==> src/rtl/cnn_layer_accel_prefetch_ctrl.sv <==
// Row/column sequencer for one cnn_layer_accel_prefetch_buffer: requests row
// fetches from the DMA, streams read enables and flags row/frame boundaries.
module cnn_layer_accel_prefetch_ctrl #(
  parameter int C_CLG2_ROW_BUF_BRAM_DEPTH = 10,
  parameter int C_RD_LATENCY              = 2
) (
  input  logic                                 clk,
  input  logic                                 rst,
  input  logic                                 job_start,
  input  logic [C_CLG2_ROW_BUF_BRAM_DEPTH-1:0] num_rows,
  input  logic [C_CLG2_ROW_BUF_BRAM_DEPTH-1:0] num_cols,
  input  logic                                 padding,
  input  logic                                 upsample,
  input  logic                                 abort,
  input  logic                                 cncl_fetch_req,
  output logic                                 row_fetch_req,
  input  logic                                 row_fetch_done,
  input  logic                                 dout_ready,
  output logic                                 rd_en,
  output logic [C_CLG2_ROW_BUF_BRAM_DEPTH-1:0] input_row,
  output logic [C_CLG2_ROW_BUF_BRAM_DEPTH-1:0] input_col,
  output logic                                 next_row,
  output logic                                 rst_addr,
  output logic                                 pix_valid,
  output logic                                 job_complete,
  output logic                                 busy
);

  localparam int W = C_CLG2_ROW_BUF_BRAM_DEPTH;
  localparam logic [W-1:0] ONE = W'(1);

  // state   | meaning
  // IDLE    | waiting for job_start
  // DECIDE  | sample cncl_fetch_req for the current row
  // FETCH   | row_fetch_req held until row_fetch_done
  // READ    | rd_en follows dout_ready, col advances per read
  // ROW_END | next_row + rst_addr pulse, advance row or finish
  // DONE    | job_complete pulse
  typedef enum logic [2:0] {
    S_IDLE, S_DECIDE, S_FETCH, S_READ, S_ROW_END, S_DONE
  } state_t;

  state_t                  state;
  logic [W-1:0]            row;
  logic [W-1:0]            col;
  logic [W-1:0]            last_row;
  logic [W-1:0]            last_col;
  logic                    abort_q;
  logic [C_RD_LATENCY-1:0] rd_pipe;

  logic [W-1:0] rows_m1;
  logic [W-1:0] cols_m1;
  logic [W-1:0] last_row_c;
  logic [W-1:0] last_col_c;

  // Last index = eff-1; for upsample 2n-1 is (n-1) shifted left with a 1 appended.
  always_comb begin
    rows_m1    = num_rows - ONE;
    cols_m1    = num_cols - ONE;
    last_row_c = rows_m1;
    last_col_c = cols_m1;
    if (padding && !upsample) begin
      last_row_c = num_rows + ONE;
      last_col_c = num_cols + ONE;
    end else if (upsample && !padding) begin
      last_row_c = {rows_m1[W-2:0], 1'b1};
      last_col_c = {cols_m1[W-2:0], 1'b1};
    end
  end

  always_ff @(posedge clk or posedge rst) begin
    if (rst) begin
      state    <= S_IDLE;
      row      <= '0;
      col      <= '0;
      last_row <= '0;
      last_col <= '0;
      abort_q  <= 1'b0;
      rd_pipe  <= '0;
    end else begin
      abort_q    <= 1'b0;
      rd_pipe[0] <= rd_en;
      for (int i = 1; i < C_RD_LATENCY; i++) begin
        rd_pipe[i] <= rd_pipe[i-1];
      end

      if (abort && state != S_IDLE) begin
        state   <= S_IDLE;
        row     <= '0;
        col     <= '0;
        abort_q <= 1'b1;
        rd_pipe <= '0;
      end else begin
        case (state)
          S_IDLE: begin
            if (job_start) begin
              last_row <= last_row_c;
              last_col <= last_col_c;
              row      <= '0;
              col      <= '0;
              state    <= S_DECIDE;
            end
          end
          S_DECIDE: state <= cncl_fetch_req ? S_READ : S_FETCH;
          S_FETCH: begin
            if (row_fetch_done) state <= S_READ;
          end
          S_READ: begin
            if (dout_ready) begin
              if (col == last_col) state <= S_ROW_END;
              else                 col   <= col + ONE;
            end
          end
          S_ROW_END: begin
            if (row == last_row) begin
              state <= S_DONE;
            end else begin
              row   <= row + ONE;
              col   <= '0;
              state <= S_DECIDE;
            end
          end
          S_DONE: begin
            row   <= '0;
            col   <= '0;
            state <= S_IDLE;
          end
          default: state <= S_IDLE;
        endcase
      end
    end
  end

  assign rd_en         = (state == S_READ) && dout_ready;
  assign row_fetch_req = (state == S_FETCH);
  assign next_row      = (state == S_ROW_END);
  assign rst_addr      = next_row | abort_q;
  assign job_complete  = (state == S_DONE);
  assign busy          = (state != S_IDLE);
  assign pix_valid     = rd_pipe[C_RD_LATENCY-1];
  assign input_row     = row;
  assign input_col     = col;

endmodule

==> config.mk <==
export PLATFORM = sky130hd
export DESIGN_NAME = cnn_layer_accel_prefetch_ctrl
export DESIGN_NICKNAME = d
export VERILOG_FILES = /design/src/rtl/cnn_layer_accel_prefetch_ctrl.sv
export SDC_FILE = /design/constraint.sdc
export NUM_CORES = 1
export LEC_CHECK = 0
export ABC_AREA = 1
export CORE_UTILIZATION = 58
export CTS_BUF_LIST = sky130_fd_sc_hd__clkbuf_8
export CTS_CLUSTER_SIZE = 8
export DETAILED_ROUTE_END_ITERATION = 16
export PLACE_DENSITY = 0.89
export SLEW_MARGIN = 0
export SYNTH_ARGS = -nofsm -noshare
export SYNTH_HDL_FRONTEND = slang
export SYNTH_SLANG_ARGS = --single-unit
==> constraint.sdc <==
create_clock -name clk -period 2.6 [get_ports clk]
set_input_delay 0.52 -clock clk [delete_from_list [all_inputs] [get_ports clk]]
set_output_delay 0.52 -clock clk [all_outputs]
set_load 0.01 [all_outputs]
**Word level (Yosys, flattened, before mapping)**

Cells that the tools add are included.

- Flip-flop bits (word level): 46
- Logic and storage cells: 65
- Output and inout port bits: 27

- Bitwise gates (word level): 2
- Mux-type cells: 23
- Reduce and logical (&&, ||, !) cells: 14
- Eq/ne operators: 13
- $add $sub $neg: 6

Operators by type and width:

| operator | count |
|---|---|
| 10-bit 2-to-1 mux | 11 |
| 10-bit by 1-bit adder with 10-bit output (second input constant) | 4 |
| 10-bit case mux with 4 select lines | 1 |
| 10-bit case mux with 3 select lines | 1 |
| 10-bit equality test | 2 |
| 10-bit by 1-bit subtractor with 10-bit output (second input constant) | 2 |
| 3-bit 2-to-1 mux | 6 |
| 3-bit inequality test (second input constant) | 5 |
| 3-bit case mux with 5 select lines | 1 |
| 3-bit by 2-bit equality test with 1-bit output (second input constant) | 2 |
| 3-bit equality test (second input constant) | 2 |
| 3-bit AND reduction | 2 |
| 5-bit AND reduction | 1 |
| 5-bit nonzero test | 1 |
| 1-bit logical AND | 4 |
| 4-bit AND reduction | 1 |
| 4-bit nonzero test | 1 |
| 3-bit by 1-bit equality test with 1-bit output (second input constant) | 1 |
| 3-bit logical NOT | 1 |
| 3-bit by 1-bit inequality test with 1-bit output (second input constant) | 1 |
| 3-bit nonzero test | 1 |
| 1-bit logical NOT | 2 |
| 1-bit 2-to-1 mux | 2 |
| 2-bit 2-to-1 mux | 1 |
| other kinds (2) | 2 |

**Logic depth before layout (Yosys ltp)**

Gate-level depths: netlist (run 1).

- Depth after elaboration: 5
- Gate-level depth with buffers: 11

**Least setup slack after synthesis (run 1)**

OpenSTA, ideal clock, no wires.

- Path kind: input port to flip-flop
- Start point: input num_rows[4]
- End point: register last_row[7]
- Path slack: 0.971 ns
- Arrival: 1.510 ns
- Setup time: 0.119 ns
- Required time: 2.481 ns
- Cell stages on the path: 10
- Cells stage by stage: clkbuf_1 > nor2_1 > nand2_1 > nor2_1 > nand2_1 > nand2_1 > nand2_1 > nand2_1 > nand2_1 > o21a_1

- Longest elaborated chain between the ends: 3
- Elaborated cells on any way between the ends: 4
- Classes of those cells: 2 x add/sub; 2 x mux

Ends and longest elaborated chain:

| item | line | RTL |
|---|---|---|
| start, declared | 10 | `input logic [C_CLG2_ROW_BUF_BRAM_DEPTH-1:0] num_rows,` |
| 10-bit by 1-bit subtractor with 10-bit output | 58 | `rows_m1 = num_rows - ONE;` |
| 10-bit 2-to-1 mux | 65 | `end else if (upsample && !padding) begin` |
| 10-bit 2-to-1 mux * | 62 | `if (padding && !upsample) begin` |
| end signal, assigned | 97 | `last_row <= last_row_c;` |
| end, declared | 46 | `logic [W-1:0] last_row;` |

Mark *: on every way between the ends. The rest lies on a longest branch, timed or not.
A chain may end at the register's enable or synchronous reset.

**Worst setup path in the final report (run 1)**

- Start point: register state[2]
- End point: output rd_en

- Longest elaborated chain between the ends: 2

Ends and longest elaborated chain:

| item | line | RTL |
|---|---|---|
| start, declared | 43 | `state_t state;` |
| start signal, assigned | 104 | `S_DECIDE: state <= cncl_fetch_req ? S_READ : S_FETCH;` |
| 3-bit by 2-bit equality test with 1-bit output | 134 | `assign rd_en = (state == S_READ) && dout_ready;` |
| 1-bit logical AND | 134 |  |
| end, declared | 19 | `output logic rd_en,` |

Every way passes these cells.

==> impl_metrics.env, run 1 <==
export IMPL_p_per_area_mw_per_mm2=614
export IMPL_layout_common_cells="175 x nand2_1, 71 x inv_1, 63 x nor2_1"
export IMPL_cts_htree_levels=2
export IMPL_post_route_period_util_pct=89.1
export IMPL_fillers=494
export IMPL_slew_violations=0
export IMPL_cts_sinks=46
export IMPL_cts_tree="yes"
export IMPL_routed_wl_um=8760
export IMPL_synth_nets=612
export IMPL_final_nets=663
export IMPL_cp_slowest_cell="clkdlybuf4s50_1"
export IMPL_ff2ff_setup_slack_ns=0.79
export IMPL_synth_largest_area_cell="dfrtp_1"
export IMPL_fin_crit_ns=2.32
export IMPL_ys_ff_latch=46
export IMPL_cp_max_fo=4
export IMPL_die_w_um=82.4
export IMPL_min_from="rd_pipe[0]"
export IMPL_coreArea_mm2=0.00606
export IMPL_ff_latch_area_mm2=0.00115
export IMPL_multi_input_area_mm2=0.00221
export IMPL_postCtsSetupRepairBufs=0
export IMPL_worstSetupPathType="flop to primary output"
export IMPL_rsz0062_at_grt="no"
export IMPL_drtIter0Drc=264
export IMPL_grt_pass1_wl_um=15000
export IMPL_timing_rr_end="input_col[3]"
export IMPL_ff2ff_path_depth=10
export IMPL_timing_rr_start="state[0]"
export IMPL_netlist_instances=577
export IMPL_areaGrowthSynthToFinish_pct=18.6
export IMPL_io_buffers=55
export IMPL_synthFlopType="dfrtp_1"
export IMPL_antenna_found_initial=0
export IMPL_dp_hpwl_um=6660
export IMPL_gp_congestion=0.901
export IMPL_worst_pin_slew_ns=0.584
export IMPL_layout_commonest_cell="nand2_1"
export IMPL_hold_viol=0
export IMPL_route_detailed_drc=0
export IMPL_min_path_type="flop to flop"
export IMPL_cp_end_kind="primary output"
export IMPL_p_leak_uw=0.00214
export IMPL_insertion_delay_ns=0.31
export IMPL_status="finished clean"
export IMPL_cap_violations=0
export IMPL_drive_gt1_share_pct=8.43
export IMPL_grt_start_max_net_pins=47
export IMPL_setup_viol=0
export IMPL_crit_required_ns=2.08
export IMPL_worstHoldPathCells=2
export IMPL_die_area_mm2=0.00679
export IMPL_path_cells="nor2_1, nand2_1, nor2_1, clkdlybuf4s50_1"
export IMPL_arrival_ns=1.80
export IMPL_viasPerCell=5.50
export IMPL_drtAntennaViolNets=0
export IMPL_numCtsBuffers=5
export IMPL_dpl_instance_area_mm2=0.00435
export IMPL_max_freq_ghz=0.432
export IMPL_startpoint_type="flop"
export IMPL_max_stage_delay_ns=0.54
export IMPL_syn_avg_cell_area_um2=6.50
export IMPL_synth_area_mm2=0.00375
export IMPL_start_util_pct=61.8
export IMPL_cts_root_buf="clkbuf_8"
export IMPL_synth_top_area_share_pct=30.7
export IMPL_num_vias=3869
export IMPL_wire_per_inst_um=12.4
export IMPL_clock_skew_ns=0.0123
export IMPL_ctsHoldBuffers=0
export IMPL_synth_edf_count=0
export IMPL_globalRouteTotalUtil_pct=28.2
export IMPL_clk_pin_slew_ns=0.09
export IMPL_synth_distinct_cells=41
export IMPL_whs_endpoint="rd_pipe[1]"
export IMPL_crit_path_frequent_cell="nor2_1"
export IMPL_yosys_top_cells_area="dfrtp_1 31%, nand2_1 18%, inv_1 7.2%, nor2_1 6.3%, nand3_1 6.1%"
export IMPL_die_h_um=82.4
export IMPL_final_core_util_pct=73.3
export IMPL_num_rows=28
export IMPL_overflow=0
export IMPL_ir_drop_mv=0.564
export IMPL_ys_seq_area_share_pct=30.7
export IMPL_grt_pass1_vias=3457
export IMPL_cts_path_max_buffers=2
export IMPL_io_pins=56
export IMPL_design_area_mm2=0.00445
export IMPL_post_cts_resized=0
export IMPL_relSlewSlack_pct=61.0
export IMPL_setup_tns_final_ns=0
export IMPL_n_antenna_cell=0
export IMPL_drt_pre_antenna_iters=5
export IMPL_synthArstFlopShare_pct=100
export IMPL_yosysWarnings=0
[metrics by stage]
stage          power, uW  hold WS (ns)  worst slack, ns  instances
2_1_floorplan       1960         0.448            0.971        577
3_3_place_gp        2220         0.463            0.203        696
3_5_place_dp        2270         0.466            0.207        696
4_1_cts             2730         0.479            0.284        704
5_1_grt             2930         0.487            0.201        704
6_report            2730         0.477            0.283        704
[cell type report]
class / instances / area share (%)
clock buffers: 6 / 1.86
clock inverters: 2 / 0.281
inverters: 78 / 6.64
multi-input cells: 435 / 49.6
flip-flops and latches: 46 / 25.9
well taps: 75 / 2.11
repair buffers: 62 / 13.6
[worst max-delay path by stage]
stage                            from           to  depth (start not counted)
after floorplan           num_rows[4]  last_row[7]                         10
after global placement    num_cols[0]  last_col[1]                          7
after detailed placement  num_cols[0]  last_col[1]                          7
after CTS                    state[2]        rd_en                          4
after global routing         state[2]        rd_en                          4
final                        state[2]        rd_en                          4
[worst max-delay path, delay by kind of cell (launching register included)]
family / cells / cell delay, ns
buffers and inverters: 1 / 0.54
and+or+nand+nor: 3 / 0.49
DFF: 1 / 0.45
[power by group]
part / internal [uW] / switching, uW
clock: 214 / 243
sequential: 899 / 134
combinational: 493 / 748
total: 1610 / 1130
[cell families after synthesis]
group,after synthesis,synth area share [%]
AO/OA/AOI/OAI,67,10.3
XOR/XNOR,27,6.31
buffers and inverters,96,10.4
AND/OR/NAND/NOR,335,40.2
adder cells (fa/ha/maj),6,2.00
flip-flops,46,30.7
[sequential cells by signal, summed over array words and instances (netlist names)]
register and flops:
abort_q 1, input_col 10, input_row 10, last_col 10
last_row 10, rd_pipe 2, state 3
[cell usage after synthesis, types with 4 or more instances]
cell / count
xnor2_1: 10
or2_2: 7
ha_1: 6
nor2_4: 5
dfrtp_1: 46
nand3_1: 46
nand2_1: 175
buf_2: 6
a21oi_1: 15
o21ai_2: 5
inv_1: 72
nor3_1: 10
inv_2: 5
nand4_1: 5
clkbuf_1: 7
nor4_1: 4
xor2_1: 17
nand3_2: 10
nor2_1: 63
o21ai_0: 32
[routing by layer]
layer  vias up  global-route usage [%]  share of wire (%)
met3        10                    3.41                6.0
met2       156                    47.6                 48
met4         0                    9.82                1.1
met1      1766                    37.2                 45
li1       1937                       -                  -
met5         -                       0                  0
Note: power is estimated with default switching activity, not from simulation.
==> inputs of run 2 (changes only) <==
- CORE_MARGIN: unset -> 2
- DONT_BUFFER_PORTS: unset -> 1
- PLACE_DENSITY: 0.89 -> 0.78
==> run 2 against run 1 <==
Maximum frequency up 20%. Combinational power decreased by 13%. Sequential cell count is the same. Wire length decreased by 4.4%. Die area is 4.9% higher. Clock skew decreased by 0.0060 ns. Global-route usage is 3.5 points lower. Final cell count decreased by 8.0%. Critical path depth increased by 7. Clock power up 44%. Sequential power hardly changed. Critical path type is now flop to flop. Highest routed layer unchanged.
==> impl_metrics.env, run 2 (synthesized netlist as in run 1, its figures left out) <==
export IMPL_min_path_type="input port to async pin"
export IMPL_coreArea_mm2=0.00631
export IMPL_cts_htree_levels=2
export IMPL_place_ws_ns=0.696
export IMPL_p_per_area_mw_per_mm2=706
export IMPL_setup_tns_final_ns=0
export IMPL_cts_tree="yes"
export IMPL_drt_pre_antenna_iters=5
export IMPL_fin_crit_ns=1.93
export IMPL_io_buffers=0
export IMPL_rsz0062_at_grt="no"
export IMPL_clk_pin_slew_ns=0.09
export IMPL_drive_gt1_share_pct=8.76
export IMPL_layout_commonest_cell="nand2_1"
export IMPL_status="finished clean"
export IMPL_wire_per_inst_um=12.9
export IMPL_worstSetupPathType="flop to flop"
export IMPL_cp_slowest_cell="dfrtp_1"
export IMPL_timing_rr_start="input_col[3]"
export IMPL_slew_violations=0
export IMPL_relSlewSlack_pct=59.7
export IMPL_globalRouteTotalUtil_pct=24.8
export IMPL_gp_congestion=0.937
export IMPL_io_pins=56
export IMPL_cap_violations=0
export IMPL_grt_start_max_net_pins=35
export IMPL_worst_pin_slew_ns=0.604
export IMPL_max_freq_ghz=0.518
export IMPL_cts_sinks=46
export IMPL_dp_hpwl_um=6400
export IMPL_layout_common_cells="175 x nand2_1, 71 x inv_1, 63 x nor2_1"
export IMPL_viasPerCell=5.46
export IMPL_timing_critical_path_from="input_col[3]"
export IMPL_cp_max_fo=11
export IMPL_antenna_found_initial=0
export IMPL_p_leak_uw=0.00194
export IMPL_drtIter0Drc=159
export IMPL_start_util_pct=59.4
export IMPL_cp_end_kind="flop"
export IMPL_postCtsSetupRepairBufs=0
export IMPL_die_w_um=84.4
export IMPL_numCtsBuffers=5
export IMPL_final_core_util_pct=62.1
export IMPL_drtAntennaViolNets=0
export IMPL_insertion_delay_ns=0.30
export IMPL_power_uw=2770
export IMPL_areaGrowthSynthToFinish_pct=4.64
export IMPL_startpoint_type="flop"
export IMPL_clock_skew_ns=0.00625
export IMPL_hold_viol=0
export IMPL_crit_path_frequent_cell="nand2_1"
export IMPL_ctsHoldBuffers=0
export IMPL_route_detailed_drc=0
export IMPL_die_area_mm2=0.00712
export IMPL_max_stage_delay_ns=0.49
export IMPL_arrival_ns=2.17
export IMPL_ir_drop_mv=0.643
export IMPL_n_antenna_cell=0
export IMPL_cts_root_buf="clkbuf_8"
export IMPL_path_cells="inv_1, nand2_1, nand2_1, nand2_1, nor2_1, nand3_1, nand2_1, nand2_1, nand2_4, nand2_1, nand2_1"
export IMPL_num_vias=3535
export IMPL_cts_path_max_buffers=2
export IMPL_routed_wl_um=8380
export IMPL_setup_viol=0
export IMPL_overflow=0
export IMPL_post_route_period_util_pct=74.3
export IMPL_grt_pass1_wl_um=14800
export IMPL_post_cts_resized=0
export IMPL_die_h_um=84.4
export IMPL_final_nets=605
export IMPL_setup_ws_ns=0.669
export IMPL_num_rows=29
export IMPL_crit_required_ns=2.84
export IMPL_grt_pass1_vias=3298
-- run 2: power by group --
group	total, uW	switching [uW]	internal, uW	leakage (uW)
Clock	656	247	410	0.0000714
Sequential	1040	136	899	0.000591
Combinational	1080	691	385	0.00128
Total	2770	1070	1690	0.00194
-- run 2: critical path: cells and delay by family, from the launching register on --
family / cells / cell delay [ns]
buf+inv: 1 / 0.14
flops: 1 / 0.49
simple gates: 10 / 1.22
-- run 2: cell type report --
type	instances	area, um^2
fill	600	2390
multi-input combinational	435	2210
timing repair buffer	4	30.0
sequential	46	1150
clock inverter	2	60.1
inverter	78	295
tap	77	96.3
clock buffer	6	82.6
-- run 2: routing by layer --
metal | wire (um) | GRT usage, % | vias to the layer above
met3 | 571 | 4.62 | 9
met1 | 3930 | 34.7 | 1596
met4 | 93 | 6.64 | 0
met5 | 0 | 0 | -
li1 | - | - | 1813
met2 | 3780 | 39.5 | 117
-- run 2: metrics by stage --
stage / cells / area [um^2] / hold slack [ns]
floorplan: 577 / 3750 / 0.448
global placement: 640 / 3780 / 0.374
detailed placement: 640 / 3780 / 0.378
CTS: 648 / 3920 / 0.0432
global route: 648 / 3920 / 0.0561
finish: 648 / 3920 / 0.0382
-- run 2: path summary, 6_finish.rpt --
| kind | to | slack (ns) | cells past startpoint |
|---|---|---|---|
| max | input_col[0] | 0.67 | 11 |
| min | input_col[6] | 0.04 | 1 |
| max reg2reg | input_col[0] | 0.67 | 11 |
| min in group clk | rd_pipe[0] | 0.39 | 2 |
| max in group asynchronous | last_row[0] | 1.81 | 2 |
| min reg2reg | rd_pipe[1] | 0.48 | 2 |
